==> config.mk <==
export PLATFORM = sky130hd
export DESIGN_NAME = muldiv_seq
export DESIGN_NICKNAME = d
export VERILOG_FILES = /design/src/rtl/muldiv_seq.sv
export SDC_FILE = /design/constraint.sdc
export NUM_CORES = 1
export LEC_CHECK = 0
export CAP_MARGIN = 10
export CORE_ASPECT_RATIO = 2
export CORE_UTILIZATION = 55
export CTS_CLUSTER_DIAMETER = 120
export DETAILED_ROUTE_END_ITERATION = 8
export PLACE_DENSITY_LB_ADDON = 0.12
export SLEW_MARGIN = 30
export SYNTH_ARGS = -nofsm -noshare
export SYNTH_HDL_FRONTEND = slang
export SYNTH_SLANG_ARGS = --single-unit
==> constraint.sdc <==
create_clock -name clk -period 10 [get_ports clk]
set_clock_uncertainty 0.15 [all_clocks]
set_input_delay 2 -clock clk [delete_from_list [all_inputs] [get_ports clk]]
set_output_delay 2 -clock clk [all_outputs]
set_load 0.03 [all_outputs]
==> src/rtl/muldiv_seq.sv <==
// muldiv_seq: iterative HI/LO multiply/divide unit, one bit per cycle, 32 iterations plus a sign-fix cycle.
// Define MULDIV_DIV_EN to build DIV/DIVU; without it divides are ignored and div_by_zero is tied low.
module muldiv_seq #(
  parameter int unsigned WIDTH = 32
) (
  input  logic             clk,
  input  logic             rst_n,
  input  logic             start,
  input  logic [1:0]       alu_op,
  input  logic [5:0]       func,
  input  logic [WIDTH-1:0] op_a,
  input  logic [WIDTH-1:0] op_b,
  output logic             busy,
  output logic             stall,
  output logic             done,
  output logic             div_by_zero,
  output logic [WIDTH-1:0] hi,
  output logic [WIDTH-1:0] lo,
  output logic [WIDTH-1:0] rd_data
);

  localparam int unsigned CW = $clog2(WIDTH);
  localparam logic [CW-1:0] LAST = CW'(WIDTH - 1);

  localparam logic [5:0] F_MULT  = 6'b011000;
  localparam logic [5:0] F_MULTU = 6'b011001;
  localparam logic [5:0] F_MFHI  = 6'b010000;
  localparam logic [5:0] F_MTHI  = 6'b010001;
  localparam logic [5:0] F_MFLO  = 6'b010010;
  localparam logic [5:0] F_MTLO  = 6'b010011;

`ifdef MULDIV_DIV_EN
  localparam logic [5:0] F_DIV   = 6'b011010;
  localparam logic [5:0] F_DIVU  = 6'b011011;
  typedef enum logic [2:0] {S_IDLE, S_MUL, S_DIV, S_FIX, S_DONE} state_t;
`else
  typedef enum logic [2:0] {S_IDLE, S_MUL, S_FIX, S_DONE} state_t;
`endif

  state_t state, state_nxt;

  logic op_mult, op_multu, op_div, op_divu;
  logic op_mfhi, op_mthi, op_mflo, op_mtlo;
  logic any_op, sgn_op, acc_mul, acc_div, div_zero;
  logic [WIDTH-1:0]   mag_a, mag_b;
  logic [2*WIDTH-1:0] acc, mul_nxt, prod_fix;
  logic [WIDTH:0]     mul_sum;
  logic [WIDTH-1:0]   dvsr;
  logic [CW-1:0]      cnt;
  logic               neg_q;

  // Instruction decode and operand magnitudes
  always_comb begin
    op_mult  = start && (alu_op == 2'b10) && (func == F_MULT);
    op_multu = start && (alu_op == 2'b10) && (func == F_MULTU);
    op_mfhi  = start && (alu_op == 2'b10) && (func == F_MFHI);
    op_mthi  = start && (alu_op == 2'b10) && (func == F_MTHI);
    op_mflo  = start && (alu_op == 2'b10) && (func == F_MFLO);
    op_mtlo  = start && (alu_op == 2'b10) && (func == F_MTLO);
`ifdef MULDIV_DIV_EN
    op_div   = start && (alu_op == 2'b10) && (func == F_DIV);
    op_divu  = start && (alu_op == 2'b10) && (func == F_DIVU);
`else
    op_div   = 1'b0;
    op_divu  = 1'b0;
`endif
    any_op   = op_mult || op_multu || op_div || op_divu ||
               op_mfhi || op_mthi || op_mflo || op_mtlo;
    sgn_op   = op_mult || op_div;
    acc_mul  = (op_mult || op_multu) && !busy;
    acc_div  = (op_div || op_divu) && !busy;
    div_zero = acc_div && (op_b == '0);
    mag_a    = (sgn_op && op_a[WIDTH-1]) ? -op_a : op_a;
    mag_b    = (sgn_op && op_b[WIDTH-1]) ? -op_b : op_b;
  end

  assign stall = any_op && busy;

  always_ff @(posedge clk or negedge rst_n) begin
    if (!rst_n) state <= S_IDLE;
    else        state <= state_nxt;
  end

  always_comb begin
    state_nxt = state;
    case (state)
      S_IDLE, S_DONE: begin
        state_nxt = S_IDLE;
        if (acc_mul) state_nxt = S_MUL;
`ifdef MULDIV_DIV_EN
        else if (acc_div) state_nxt = div_zero ? S_DONE : S_DIV;
`endif
      end
      S_MUL: if (cnt == LAST) state_nxt = S_FIX;
`ifdef MULDIV_DIV_EN
      S_DIV: if (cnt == LAST) state_nxt = S_FIX;
`endif
      S_FIX:   state_nxt = S_DONE;
      default: state_nxt = S_IDLE;
    endcase
  end

  always_comb begin
    busy = 1'b0;
    done = 1'b0;
    case (state)
      S_MUL, S_FIX: busy = 1'b1;
`ifdef MULDIV_DIV_EN
      S_DIV:        busy = 1'b1;
`endif
      S_DONE:       done = 1'b1;
      default: ;
    endcase
  end

  // Move-from path; DONE is not busy so the fresh result is visible there
  always_comb begin
    rd_data = '0;
    if (!busy) begin
      if (op_mfhi)      rd_data = hi;
      else if (op_mflo) rd_data = lo;
    end
  end

  // Shift-add: acc = {partial product, remaining multiplier bits}
  always_comb begin
    mul_sum  = {1'b0, acc[2*WIDTH-1:WIDTH]} + {1'b0, (acc[0] ? dvsr : '0)};
    mul_nxt  = {mul_sum, acc[WIDTH-1:1]};
    prod_fix = neg_q ? -acc : acc;
  end

`ifdef MULDIV_DIV_EN
  logic             neg_r, is_div, dbz;
  logic [WIDTH:0]   div_shift, div_diff;
  logic [2*WIDTH-1:0] div_nxt;
  logic [WIDTH-1:0] q_fix, r_fix;

  // Restoring divide: acc = {partial remainder, dividend bits becoming quotient}
  always_comb begin
    div_shift = {acc[2*WIDTH-1:WIDTH], acc[WIDTH-1]};
    div_diff  = div_shift - {1'b0, dvsr};
    div_nxt   = div_diff[WIDTH] ? {div_shift[WIDTH-1:0], acc[WIDTH-2:0], 1'b0}
                                : {div_diff[WIDTH-1:0],  acc[WIDTH-2:0], 1'b1};
    q_fix     = neg_q ? -acc[WIDTH-1:0] : acc[WIDTH-1:0];
    r_fix     = neg_r ? -acc[2*WIDTH-1:WIDTH] : acc[2*WIDTH-1:WIDTH];
  end

  assign div_by_zero = dbz;
`else
  assign div_by_zero = 1'b0;
`endif

  always_ff @(posedge clk or negedge rst_n) begin
    if (!rst_n) begin
      acc   <= '0;
      dvsr  <= '0;
      cnt   <= '0;
      neg_q <= 1'b0;
      hi    <= '0;
      lo    <= '0;
`ifdef MULDIV_DIV_EN
      neg_r  <= 1'b0;
      is_div <= 1'b0;
      dbz    <= 1'b0;
`endif
    end else begin
`ifdef MULDIV_DIV_EN
      dbz <= div_zero;
`endif
      if (acc_mul || (acc_div && !div_zero)) begin
        acc   <= {{WIDTH{1'b0}}, mag_a};
        dvsr  <= mag_b;
        cnt   <= '0;
        neg_q <= sgn_op && (op_a[WIDTH-1] ^ op_b[WIDTH-1]);
`ifdef MULDIV_DIV_EN
        neg_r  <= sgn_op && op_a[WIDTH-1];
        is_div <= acc_div;
`endif
      end else if (state == S_MUL) begin
        acc <= mul_nxt;
        cnt <= cnt + CW'(1);
      end
`ifdef MULDIV_DIV_EN
      else if (state == S_DIV) begin
        acc <= div_nxt;
        cnt <= cnt + CW'(1);
      end
`endif
      if (state == S_FIX) begin
`ifdef MULDIV_DIV_EN
        if (is_div) begin
          hi <= r_fix;
          lo <= q_fix;
        end else begin
          {hi, lo} <= prod_fix;
        end
`else
        {hi, lo} <= prod_fix;
`endif
      end
`ifdef MULDIV_DIV_EN
      if (div_zero) begin
        hi <= op_a;
        lo <= '1;
      end
`endif
      if (op_mthi && !busy) hi <= op_a;
      if (op_mtlo && !busy) lo <= op_a;
    end
  end

endmodule
## After elaboration in Yosys (flattened, before gate mapping)

Cells that the tools add are included.
Widths: inputs -> output; s select.

| cells by class | value |
|---|---|
| $add $sub $neg | 5 |
| multipliers | 0 |
| bitwise gates (word level) | 1 |
| magnitude comparators | 0 |
| divide/modulo/power cells | 0 |
| reduce and logical (&&, ||, !) cells | 26 |
| mux-type cells | 20 |
| equal/unequal tests | 12 |
| shift-type cells | 0 |

Operator list:

| kind | number |
|---|---|
| $mux 32 | 10 |
| $mux 64 | 3 |
| $neg 32->32 | 2 |
| $neg 64->64 | 1 |
| $eq 6x5->1 const B | 6 |
| $add 32x32->33 | 1 |
| $logic_and 1x1->1 | 14 |
| $mux 5 | 2 |
| $pmux 3 s3 | 1 |
| $eq 3x2->1 const B | 2 |
| $reduce_bool 2->1 | 3 |
| $add 5x1->5 const B | 1 |
| $eq 5x5->1 const B | 1 |
| $logic_or 1x1->1 | 5 |
| $reduce_or 2->1 | 2 |
| $eq 3x1->1 const B | 1 |
| $logic_not 3->1 | 1 |
| $mux 1 | 3 |
| $mux 3 | 1 |
| $eq 2x2->1 const B | 1 |
| $ne 2x2->1 const B | 1 |
| $logic_not 1->1 | 1 |
| $xor 1x1->1 | 1 |

| word-level totals | value |
|---|---|
| memories kept | 0 |
| word-level logic and storage cells | 71 |
| ROM bits | 0 |
| input port bits | 75 |
| memory bits (writable) | 0 |
| bits in registers | 169 |
| output and inout bits | 100 |
| bits in latches | 0 |

## Logic depth before layout (Yosys ltp)

| depth | value |
|---|---|
| word-level depth | 9 |
| depth in mapped cells | 13 |
| depth with buffers taken out | 11 |

## Worst setup path before layout

OpenSTA, ideal clock, no wires.

| path | value |
|---|---|
| path type | input -> output |
| start point | input alu_op[0] |
| end point | output rd_data[10] |
| buffers on the path | 2 |
| data arrival time | 3608 ps |
| data required time | 7850 ps |
| path slack | 4242 ps |
| stages on the path | 6 |
| path through | nor4b_1 nand4_1 or3_1 clkbuf_1 clkbuf_1 nor2_1 |

| on the way | value |
|---|---|
| cells in the longest elaborated chain, start to end | 6 |
| elaborated cells between the ends (all ways) | 7 |
| classes of those cells | 1 x eq/ne; 3 x mux; 3 x reduce/logical |

Ends and longest elaborated chain:

| element | line | source |
|---|---|---|
| from (decl) | 9 | `input logic [1:0] alu_op,` |
| $eq 2x2->1 (*) | 56, 58 |  |
| $logic_and 1x1->1 (*) | 56, 58 |  |
| $logic_and 1x1->1 | 58 | `op_mflo = start && (alu_op == 2'b10) && (func == F_MFLO);` |
| $mux 32 | 121 | `else if (op_mflo) rd_data = lo;` |
| $mux 32 (*) | 120 | `if (op_mfhi) rd_data = hi;` |
| $mux 32 (*) | 119 | `if (!busy) begin` |
| to (decl) | 19 | `output logic [WIDTH-1:0] rd_data` |

Every way passes the cells marked *; elsewhere a longest branch is shown, timed or not.

## Worst setup path after layout

| path | value |
|---|---|
| start point | input func[2] |
| end point | output rd_data[25] |

| on the way | value |
|---|---|
| cells in the longest elaborated chain, start to end | 5 |
| elaborated cells between the ends (all ways) | 7 |
| classes of those cells | 2 x eq/ne; 3 x mux; 2 x reduce/logical |

Ends and longest elaborated chain:

| element | line | source |
|---|---|---|
| from (decl) | 10 | `input logic [5:0] func,` |
| $eq 6x5->1 | 58 |  |
| $logic_and 1x1->1 | 58 |  |
| $mux 32 | 121 |  |
| $mux 32 (*) | 120 |  |
| $mux 32 (*) | 119 |  |

Marked as above.

==> flow_summary.toml <==
[grt]
grtUsageMet3 = 0.03972
grt_pass1_wl_mm = 54.42
antenna_found_initial = 0
grt.busiest_layer = "met2"
grt_use_met2 = 0.5913
grt_pass1_vias = 10689
met1_usage = 0.3320
grt_usage = 0.3103
overflow = 0
grt_start_max_net_pins = 98

[placed_design]
placed_area_sq_um = 13950
io_buffers = 173
dp_hpwl_mm = 25.35
gp_congestion = 0.9576
pre_cts_ws_ns = 2.947
placed_cells = 1803

[cts]
cts_max_level = 4
path_clk_slew_ns = 0.06
cts_tree = "yes"
clk_path_buf_depth = 2
cts_sinks = 168
cts_buffers = 17
cts_hold_buf = 0
cts_resized = 0
worstSkewPairLatency_ns = 0.45
cts_setup_buffers = 0
root_buffer = "clkbuf_16"

[logic_synthesis]
synth.most_common_cell = "o21ai_0"
synth_top_area_frac = 0.3474
synthTopCellsByCount = "o21ai_0 (183), nand2_1 (170), dfrtp_1 (168)"
yosys.cell_types.count = 66
yosysWarnings = 0
async_flop_share = 1.000
synth.avg_cell_area_sq_um = 8.426
synth-edff-count = 0
synth_top_area_cell = "dfrtp_1"
ys_seq_area_frac = 0.3474
yosys_most_used_dff = "dfrtp_1"
synthCells = 1436
synth_fp_nets = 1552
ys_top_cells_by_area = "dfrtp_1 (35%), o21ai_0 (7.6%), mux2i_1 (7.0%)"
ys_seq_elements = 168
synth.cell_area_sq_um = 12100

[sta]
finalHoldViolCount = 0
drv_slew = 0
fin_hold_ws_ns = 0.3145
setup_viol = 0
maxSlewHeadroom = 0.3516
post-route-min-period_ns = 7.056
tns_ns = 0
fin_ws_ns = 2.944
fmax_mhz = 141.7
period_share = 0.7056
tightest_slew_ns = 0.9638
rsz0062_at_grt = "no"

[pwr]
p_int_mw = 2.187
vdd_drop_max_mv = 0.1744
power.leakage_nw = 5.807
powerDensity_nw_per_um2 = 262.4
total_power_mw = 3.847
clockPowerShare = 0.193
power.share.combinational = 0.472
p_seq_frac = 0.335
swShare = 0.4314
power_switching_mw = 1.659

[die]
fp-row-count = 76
dieArea_sq_um = 22630
start_util = 0.5606
pin_count = 175
core_sq_um = 21590
die_width_um = 106.9
die_y_um = 211.8

[worst_setup_path]
worstSetupPathType = "in -> out"
crit_required_ns = 7.85
setup.worst_path.end_class = "primary output"
r2r_cells = 11
rr_endpoint = "acc[59]$_DFFE_PN0P_"
cpPeakStageDelay_ns = 0.79
crit_arrival_ns = 4.91
critPathMostFrequentCell = "clkdlybuf4s50_1"
cp_cell_sequence = "clkdlybuf4s50_1 > nor4b_1 > nand4_1 > or3_2 > nor2_1 > clkdlybuf4s50_1"
cp_slowest_cell = "or3_2"
rrSetupSlack_ns = 6.02
timing.critical_path.buf_inv = 2
crit_fanout = 32
crit_family = "simple AND/OR/NAND/NOR gates"
start_kind = "primary input"
r2r-start = "acc[0]$_DFFE_PN0P_"

[routing]
vias = 11050
dr.pass1.iters = 7
drc = 0
final_antenna_net_count = 0
drt-initial-drc-count = 565
routed_wl_mm = 34.10
wl_per_cell_um = 18.58
avgViaCountPerCell = 6.022

[min_path]
whs_endpoint = "dvsr[31]$_DFFE_PN0P_"
hold_class = "reg -> reg"
holdPathStages = 2
min_from = "dvsr[31]$_DFFE_PN0P_"

[final_layout]
layout.cells.non_filler = 1835
design_area_sq_um = 14660
fin_util = 0.6791
drive_gt1_frac = 0.04417
num_antenna_cells = 0
area_growth_syn_to_layout_pct = 21.14
fin_nets = 1666

[job]
cap_violations = 0

[run_status]
status = "finished, final reports clean"
==> how the worst max path moves through the flow <==
| stage | startpoint | endpoint | slack (ns) | depth (start not counted) |
|---|---|---|---|---|
| 2_1_floorplan | alu_op[0] | rd_data[10] | 4.24 | 6 |
| 3_3_place_gp | func[2] | rd_data[4] | 2.91 | 6 |
| 3_5_place_dp | func[2] | rd_data[25] | 2.95 | 6 |
| 4_1_cts | func[2] | rd_data[25] | 2.94 | 6 |
| 5_1_grt | func[2] | rd_data[29] | 2.76 | 6 |
| 6_report | func[2] | rd_data[25] | 2.94 | 6 |
==> worst register-to-register path, stage by stage (launching register included) <==
cell and delay (ns):
dfrtp_2 0.60, and2_1 0.24, ha_1 0.22, fa_1 0.44, a211o_1 0.36, a211oi_1 0.33, o221a_2 0.37, nor4_1 0.12
o311a_1 0.38, or4_1 0.40, a31oi_1 0.20, nor2_1 0.06
==> state kept, by name, indices dropped and copies added, names as in the netlist <==
signal	count
cnt	5
dvsr	32
neg_q	1
hi	32
lo	32
state	2
acc	64
==> cell type report <==
cell class,instances,area (sq um)
fillers,1826,6928
clock inverters,11,195.2
clock buffers,20,466.7
well taps,273,341.6
multi-input cells,1160,7548
repair buffers,181,1817
inverters,22,82.58
flip-flops and latches,168,4207
==> per-layer routing <==
metal  up-vias  wire, um
met5         -         0
met4         0      1192
met3        80      1465
met2       338     18990
met1      5283     12450
li1       5349         -
==> power by group through the flow <==
| stage | combinational [mW] | clock, mW | sequential, mW |
|---|---|---|---|
| 3_5_place_dp | 1.81 | 0 | 1.29 |
| 4_1_cts | 1.82 | 0.748 | 1.28 |
| 2_1_floorplan | 1.04 | 0 | 1.41 |
| 3_3_place_gp | 1.77 | 0 | 1.28 |
| 5_1_grt | 1.98 | 0.776 | 1.33 |
| 6_report | 1.82 | 0.744 | 1.29 |
==> cells in the final DEF (no fill, tap or decap), types with 6 or more instances in the layout <==
cell	count
a211oi_1	32
a21o_1	24
a21oi_1	81
a31oi_1	6
and2_1	38
and3_1	7
buf_4	7
clkbuf_16	17
clkdlybuf4s50_1	171
dfrtp_1	166
ha_1	38
inv_1	22
mux2i_1	85
nand2_1	170
nand3_1	18
nand4_1	6
nor2_1	107
nor2b_1	14
nor3_1	23
nor3b_1	21
nor4_1	13
o21ai_0	182
o31ai_1	33
o41ai_1	16
or3_1	12
or4_1	14
xnor2_1	70
xor2_1	77
==> kinds of logic (layout without fill, tap and decap cells) <==
group                    Yosys count  count (layout)  share of synthesized area
AND/OR/NAND/NOR                  476             476                     0.1946
AO/OA/AOI/OAI                    410             410                     0.2041
flip-flops                       168             168                     0.3474
XOR/XNOR                         147             147                     0.1064
buffers and inverters            108             234                    0.03381
multiplexers                      85              85                    0.07031
adder cells (fa/ha/maj)           41              41                    0.04302
other                              1               1                  0.0003099
(Power assumes the default switching activity.)
